[src/rtl/ram_scan_ctrl.sv]
// Sole initiator for a 32x3 memory: commits user writes and scans the array,
// reading one address per TICK_CYCLES-cycle tick.
module ram_scan_ctrl #(
  parameter int TICK_CYCLES = 50000000
) (
  input  logic       CLK,
  input  logic       Reset,
  input  logic       wr_req,
  input  logic [4:0] wr_addr,
  input  logic [2:0] wr_data,
  output logic       wr_ack,
  output logic [4:0] Address,
  output logic       Write,
  output logic [2:0] DataIn,
  input  logic [2:0] DataOut,
  output logic [4:0] rd_addr,
  output logic [2:0] rd_data,
  output logic       rd_valid
);

  localparam int CW = $clog2(TICK_CYCLES);
  localparam logic [CW-1:0] TICK_LAST = CW'(TICK_CYCLES - 1);

  typedef enum logic [1:0] {IDLE, WRITE, READ} state_t;

  state_t        state_q, state_d;
  logic          prev_write_q, prev_write_d;
  logic [CW-1:0] tick_q, tick_d;
  logic          read_pend_q, read_pend_d;
  logic [4:0]    scan_ptr_q, scan_ptr_d;
  logic [4:0]    lat_addr_q, lat_addr_d;
  logic [2:0]    lat_data_q, lat_data_d;
  logic [4:0]    rd_addr_q, rd_addr_d;
  logic [2:0]    rd_data_q, rd_data_d;
  logic          rd_valid_q, rd_valid_d;
  logic          tick_hit;

  always_comb begin
    state_d      = state_q;
    prev_write_d = (state_q == WRITE);
    read_pend_d  = read_pend_q;
    scan_ptr_d   = scan_ptr_q;
    lat_addr_d   = lat_addr_q;
    lat_data_d   = lat_data_q;
    rd_addr_d    = rd_addr_q;
    rd_data_d    = rd_data_q;
    rd_valid_d   = 1'b0;

    tick_hit = (tick_q == TICK_LAST);
    tick_d   = tick_hit ? '0 : tick_q + CW'(1);

    case (state_q)
      IDLE: begin
        // A pending read that waited behind a write goes first, so a
        // continuously held wr_req cannot starve the scan.
        if (read_pend_q && prev_write_q) begin
          state_d = READ;
        end else if (wr_req) begin
          state_d    = WRITE;
          lat_addr_d = wr_addr;
          lat_data_d = wr_data;
        end else if (read_pend_q) begin
          state_d = READ;
        end
      end
      WRITE: begin
        state_d = IDLE;
      end
      READ: begin
        state_d     = IDLE;
        rd_data_d   = DataOut;
        rd_addr_d   = scan_ptr_q;
        rd_valid_d  = 1'b1;
        scan_ptr_d  = scan_ptr_q + 5'd1;
        read_pend_d = 1'b0;
      end
      default: begin
        state_d = IDLE;
      end
    endcase

    // Placed after the READ clear so a coincident tick is not lost.
    if (tick_hit) begin
      read_pend_d = 1'b1;
    end
  end

  always_ff @(posedge CLK) begin
    if (Reset) begin
      state_q      <= IDLE;
      prev_write_q <= 1'b0;
      tick_q       <= '0;
      read_pend_q  <= 1'b0;
      scan_ptr_q   <= '0;
      lat_addr_q   <= '0;
      lat_data_q   <= '0;
      rd_addr_q    <= '0;
      rd_data_q    <= '0;
      rd_valid_q   <= 1'b0;
    end else begin
      state_q      <= state_d;
      prev_write_q <= prev_write_d;
      tick_q       <= tick_d;
      read_pend_q  <= read_pend_d;
      scan_ptr_q   <= scan_ptr_d;
      lat_addr_q   <= lat_addr_d;
      lat_data_q   <= lat_data_d;
      rd_addr_q    <= rd_addr_d;
      rd_data_q    <= rd_data_d;
      rd_valid_q   <= rd_valid_d;
    end
  end

  // Memory-side outputs are pure decodes of the state register.
  always_comb begin
    Write   = (state_q == WRITE);
    wr_ack  = (state_q == WRITE);
    Address = (state_q == WRITE) ? lat_addr_q : scan_ptr_q;
    DataIn  = (state_q == WRITE) ? lat_data_q : 3'd0;
  end

  assign rd_addr  = rd_addr_q;
  assign rd_data  = rd_data_q;
  assign rd_valid = rd_valid_q;

endmodule
[config.mk]
export PLATFORM = sky130hd
export DESIGN_NAME = ram_scan_ctrl
export DESIGN_NICKNAME = d
export VERILOG_FILES = /design/src/rtl/ram_scan_ctrl.sv
export SDC_FILE = /design/constraint.sdc
export NUM_CORES = 1
export LEC_CHECK = 0
export ABC_AREA = 0
export BUFFER_PORTS_ARGS = -buffer_cell sky130_fd_sc_hd__buf_2
export CORE_MARGIN = 2
export CORE_UTILIZATION = 40
export DETAILED_ROUTE_END_ITERATION = 8
export GPL_ROUTABILITY_DRIVEN = 0
export PLACE_DENSITY_LB_ADDON = 0.12
export RECOVER_POWER = 100
export SYNTH_ARGS = -nofsm -noshare
export SYNTH_HDL_FRONTEND = slang
export SYNTH_SLANG_ARGS = --single-unit
[constraint.sdc]
create_clock -name CLK -period 2.5 [get_ports CLK]
set_clock_uncertainty 0.05 [all_clocks]
set_input_delay 0.375 -clock CLK [delete_from_list [all_inputs] [get_ports CLK]]
set_output_delay 0.375 -clock CLK [all_outputs]
set_load 0.01 [all_outputs]
; Word level (Yosys, flattened, before mapping)
; Cells that the tools add are included.
; Widths: inputs -> output; s select.
[totals]
latch_bits = 0
out_inout_bits = 19
elab_cells = 35
reg_bits = 52
ram_bits = 0
memories = 0
in_bits = 14
romBits = 0
[op_classes]
add_sub_neg = 2
n_mux = 8
eq_ne = 3
n_reduce_logical = 9
shifts = 0
bitwise_logic = 2
div_mod_pow = 0
mul = 0
magnitude_cmp = 0
[op_table]
columns = op, count
row1 = $add 26x1->26 const B, 1
row2 = $eq 26x26->1 const B, 1
row3 = $mux 2, 3
row4 = $add 5x1->5 const B, 1
row5 = $mux 5, 1
row6 = $reduce_bool 2->1, 2
row7 = $reduce_or 2->1, 2
row8 = $mux 1, 3
row9 = $mux 3, 1
row10 = $reduce_and 3->1, 1
row11 = $reduce_bool 3->1, 1
row12 = $reduce_or 3->1, 1
row13 = $eq 2x1->1 const B, 1
row14 = $eq 2x2->1 const B, 1
row15 = $logic_not 2->1, 1
row16 = $not 1->1, 2
row17 = $logic_and 1x1->1, 1

; Logic depth before layout (Yosys ltp)
[logic_depth]
word_depth = 3
mapped_depth = 6
ltp_nobuf = 5

; Worst setup path before layout
; No wires, ideal clock.
[synth_path]
path_type = register -> register
from = register tick_q[0]
to = register tick_q[22]
path_buffers = 1
slack_ns = 0.454
required_ns = 2.384
path_stages_with_launch = 7
t_arrival_ns = 1.930
setup_time_ns = 0.066
path_cell_list = dfxtp_1 ha_1 nand3_1 or4_4 buf_6 or4_4 a21oi_2
[synth_via]
elab_chain_cells = 2
word_cells_on_any_way = 3
cone_classes = 1 x add/sub / 1 x eq/ne / 1 x reduce/logical
[synth_rtl]
columns = element, line_no
row1 = from (decl), 28  ; logic [CW-1:0] tick_q, tick_d;
row2 = from (signal assigned), 103  ; tick_q <= tick_d;
row3 = "parallel branches: the longest is 2 deep, another holds $add 26x1->26", n/a
; Several ways; the timed one is not identified.
; A chain may end at the register's enable or synchronous reset.

; Worst setup path in the final report
[layout_path]
from = register tick_q[0]
to = register tick_q[24]
; The elaborated chain is that of the path after synthesis.

==> impl_metrics.env <==
export IMPL_p_per_area_nw_per_um2=560
export IMPL_p_leak_nw=0.886
export IMPL_dpl_instance_area_um2=2450
export IMPL_mostFrequentLayoutCell="dfxtp_1"
export IMPL_ctsHoldBuffers=0
export IMPL_grt_pass1_vias=1585
export IMPL_cp_start_kind="flip-flop"
export IMPL_ir_drop_mv=0.295
export IMPL_max_freq_mhz=463
export IMPL_yosys_area_top_type_share=0.466
export IMPL_die_w_um=78.7
export IMPL_antenna_cells=0
export IMPL_ys_async_sr_fraction=0
export IMPL_die_h_um=78.7
export IMPL_min_delay_start="DataOut[1]"
export IMPL_cts_tree="yes"
export IMPL_maxCapViolCount=0
export IMPL_dp_hpwl_um=2940
export IMPL_syn_nets=279
export IMPL_worst_path_stages=5
export IMPL_clkSinkCount=52
export IMPL_outcome="completed"
export IMPL_final_max_slew_viol_count=0
export IMPL_synth_seq_cells=52
export IMPL_layout_drive_gt1_share=0.108
export IMPL_rows=27
export IMPL_min_period_over_period=0.864
export IMPL_worst_pin_slew_ns=1.21
export IMPL_relSlewSlack=0.197
export IMPL_viasPerCell=4.95
export IMPL_drc=0
export IMPL_r2r_start="tick_q[0]"
export IMPL_fill_cells=579
export IMPL_wire_per_inst_um=11.8
export IMPL_p_clk_frac=0.344
export IMPL_finalSetupViolCount=0
export IMPL_finish_instance_area_um2=2510
export IMPL_crit_end="tick_q[24]"
export IMPL_cts_resized=0
export IMPL_cp_max_fo=13
export IMPL_synth_avg_cell_area_um2=8.49
export IMPL_r2r_end="tick_q[24]"
export IMPL_p_sw_mw=0.333
export IMPL_fp_dieArea_um2=6190
export IMPL_netlist_area_um2=2230
export IMPL_wl_um=4320
export IMPL_slowest_delay_ns=0.60
export IMPL_power_frac_seq=0.608
export IMPL_switching_share=0.237
export IMPL_finalHoldViolCount=0
export IMPL_fin_setup_tns_ns=0
export IMPL_synthTopCellsByArea="dfxtp_1, nand2_1, nor2_1, a21oi_1, xnor2_1"
export IMPL_cp_slowest_cell="or4_4"
export IMPL_area_delta_synth_final_pct=12.4
export IMPL_pwr_share_comb=0.048
export IMPL_grt_pass1_wl_um=7200
export IMPL_min_period_ns=2.16
export IMPL_grt_ovfl_total=0
export IMPL_critPathTopFamily="simple AND/OR/NAND/NOR gates"
export IMPL_cts_buffer_depth=2
export IMPL_seq_area_frac_synth=0.466
export IMPL_cts_root_buf="clkbuf_8"
export IMPL_crit_type="reg2reg"
export IMPL_cp_startpoint="tick_q[0]"
export IMPL_critPathCaptureType="flip-flop"
export IMPL_yosysTopAreaCell="dfxtp_1"
export IMPL_p_int_mw=1.07
export IMPL_rrSetupSlack_ns=0.34
export IMPL_cts_buffers=5
export IMPL_yosys_warnings=0
export IMPL_netlist_instances=263
export IMPL_cts_setup_buffers=0
export IMPL_synthDistinctLibCells=39
export IMPL_path_buf_inv=0
export IMPL_ant_nets=0
export IMPL_htree_num_levels=2
export IMPL_drt_iter0_markers=73
export IMPL_cp_arrival_ns=2.33
export IMPL_drt_first_pass_iters=4
export IMPL_fin_nets=310
export IMPL_ios=33
export IMPL_final_util=0.461
export IMPL_worstHoldPathType="in2reg"
export IMPL_final_cell_mix="dfxtp_1, nand2_1, nor2_1"
export IMPL_io_buffers=32
export IMPL_clk_pin_slew_ns=0.10
export IMPL_grt_max_degree=29
export IMPL_grtUsageTotal=0.145
export IMPL_core_um2=5440
export IMPL_required_ns=2.67
export IMPL_clk_latency_ns=0.31
export IMPL_rsz0062_at_grt="false"
export IMPL_cp_cell_sequence="ha_1 -> nand3_1 -> or4_4 -> or4b_1 -> a31oi_1"
export IMPL_vias=1816
export IMPL_total_power_mw=1.40
export IMPL_synth_flop_cell="dfxtp_1"
export IMPL_reg2reg_depth=5
export IMPL_antenna_found_initial=0
export IMPL_initial_core_util=0.410
export IMPL_synth_edf_count=0
==> stage by stage <==
step                hold WS (ns)  instances  worst slack (ns)
global placement           0.390        359             0.408
global route               0.240        367             0.197
floorplan                  0.380        263             0.454
CTS                        0.235        367             0.339
finish                     0.244        367             0.340
detailed placement         0.397        359             0.365
==> cells by family (layout without fill, tap and decap cells) <==
logic type	count (synthesis)	after routing	synth area share
fa+ha+maj	2	2	0.0112
compound gates	35	35	0.0908
mux	8	8	0.0359
xor+xnor	17	17	0.0667
buf+inv	21	53	0.0420
flops	52	52	0.466
simple gates	128	128	0.287
==> registers in the layout (all words and copies together), names as in the netlist <==
register / flops
lat_data_q: 3
rd_data: 3
scan_ptr_q: 5
lat_addr_q: 5
state_q: 2
rd_addr: 5
prev_write_q: 1
tick_q: 26
read_pend_q: 1
rd_valid: 1
==> worst reg2reg max path, cell delays in order, from the launching register on <==
cell and delay [ns]:
dfxtp_1 0.39, ha_1 0.22, nand3_1 0.15, or4_4 0.60, or4b_1 0.52, a31oi_1 0.16
==> final cells by class <==
class	instances	area, um^2	area share
clock buffer	6	72.6	0.0289
clock inverter	2	16.3	0.00648
inverter	9	33.8	0.0135
multi-input combinational	190	1090	0.436
sequential	52	1040	0.415
tap	72	90.1	0.0359
timing repair buffer	36	161	0.0643
==> worst min path at each step <==
stage / endpoint / slack [ns] / depth (start not counted)
floorplan: tick_q[0] / 0.38 / 1
global placement: rd_addr[3] / 0.39 / 2
detailed placement: rd_addr[0] / 0.40 / 2
CTS: rd_data[1] / 0.24 / 3
global route: rd_data[1] / 0.24 / 3
finish: rd_data[1] / 0.24 / 3
==> synthesized netlist by cell type, types with 2 or more instances <==
library cell and instances:
or3_1 2, buf_2 3, and3_1 2, dfxtp_1 52, nor2_1 34, a21oi_1 19
nor3_1 3, inv_1 8, and4b_1 2, xor2_1 7, or4_1 6, nand3_1 11
or2_2 2, mux2i_1 8, o31ai_1 6, clkbuf_1 7, nor4_1 3, and2_1 3
or3_2 2, nand2_1 40, or4_4 2, nand2b_1 2, nand4_1 8, o21ai_0 6
ha_1 2, xnor2_1 10
==> power groups by stage <==
stage / Combinational, mW / Sequential, mW / Clock, mW
after floorplan: 0.0485 / 0.871 / 0
after global placement: 0.0703 / 0.872 / 0
after detailed placement: 0.0705 / 0.873 / 0
after CTS: 0.0709 / 0.854 / 0.503
after global routing: 0.0753 / 0.856 / 0.533
final: 0.0669 / 0.853 / 0.483
==> routing by layer <==
| layer | wire [um] | GRT usage |
|---|---|---|
| met4 | 69 | 0.0632 |
| met3 | 149 | 0.0341 |
| met1 | 2190 | 0.187 |
| met5 | 0 | 0 |
| met2 | 1910 | 0.232 |
No activity file was read; power rests on OpenSTA's default activity.
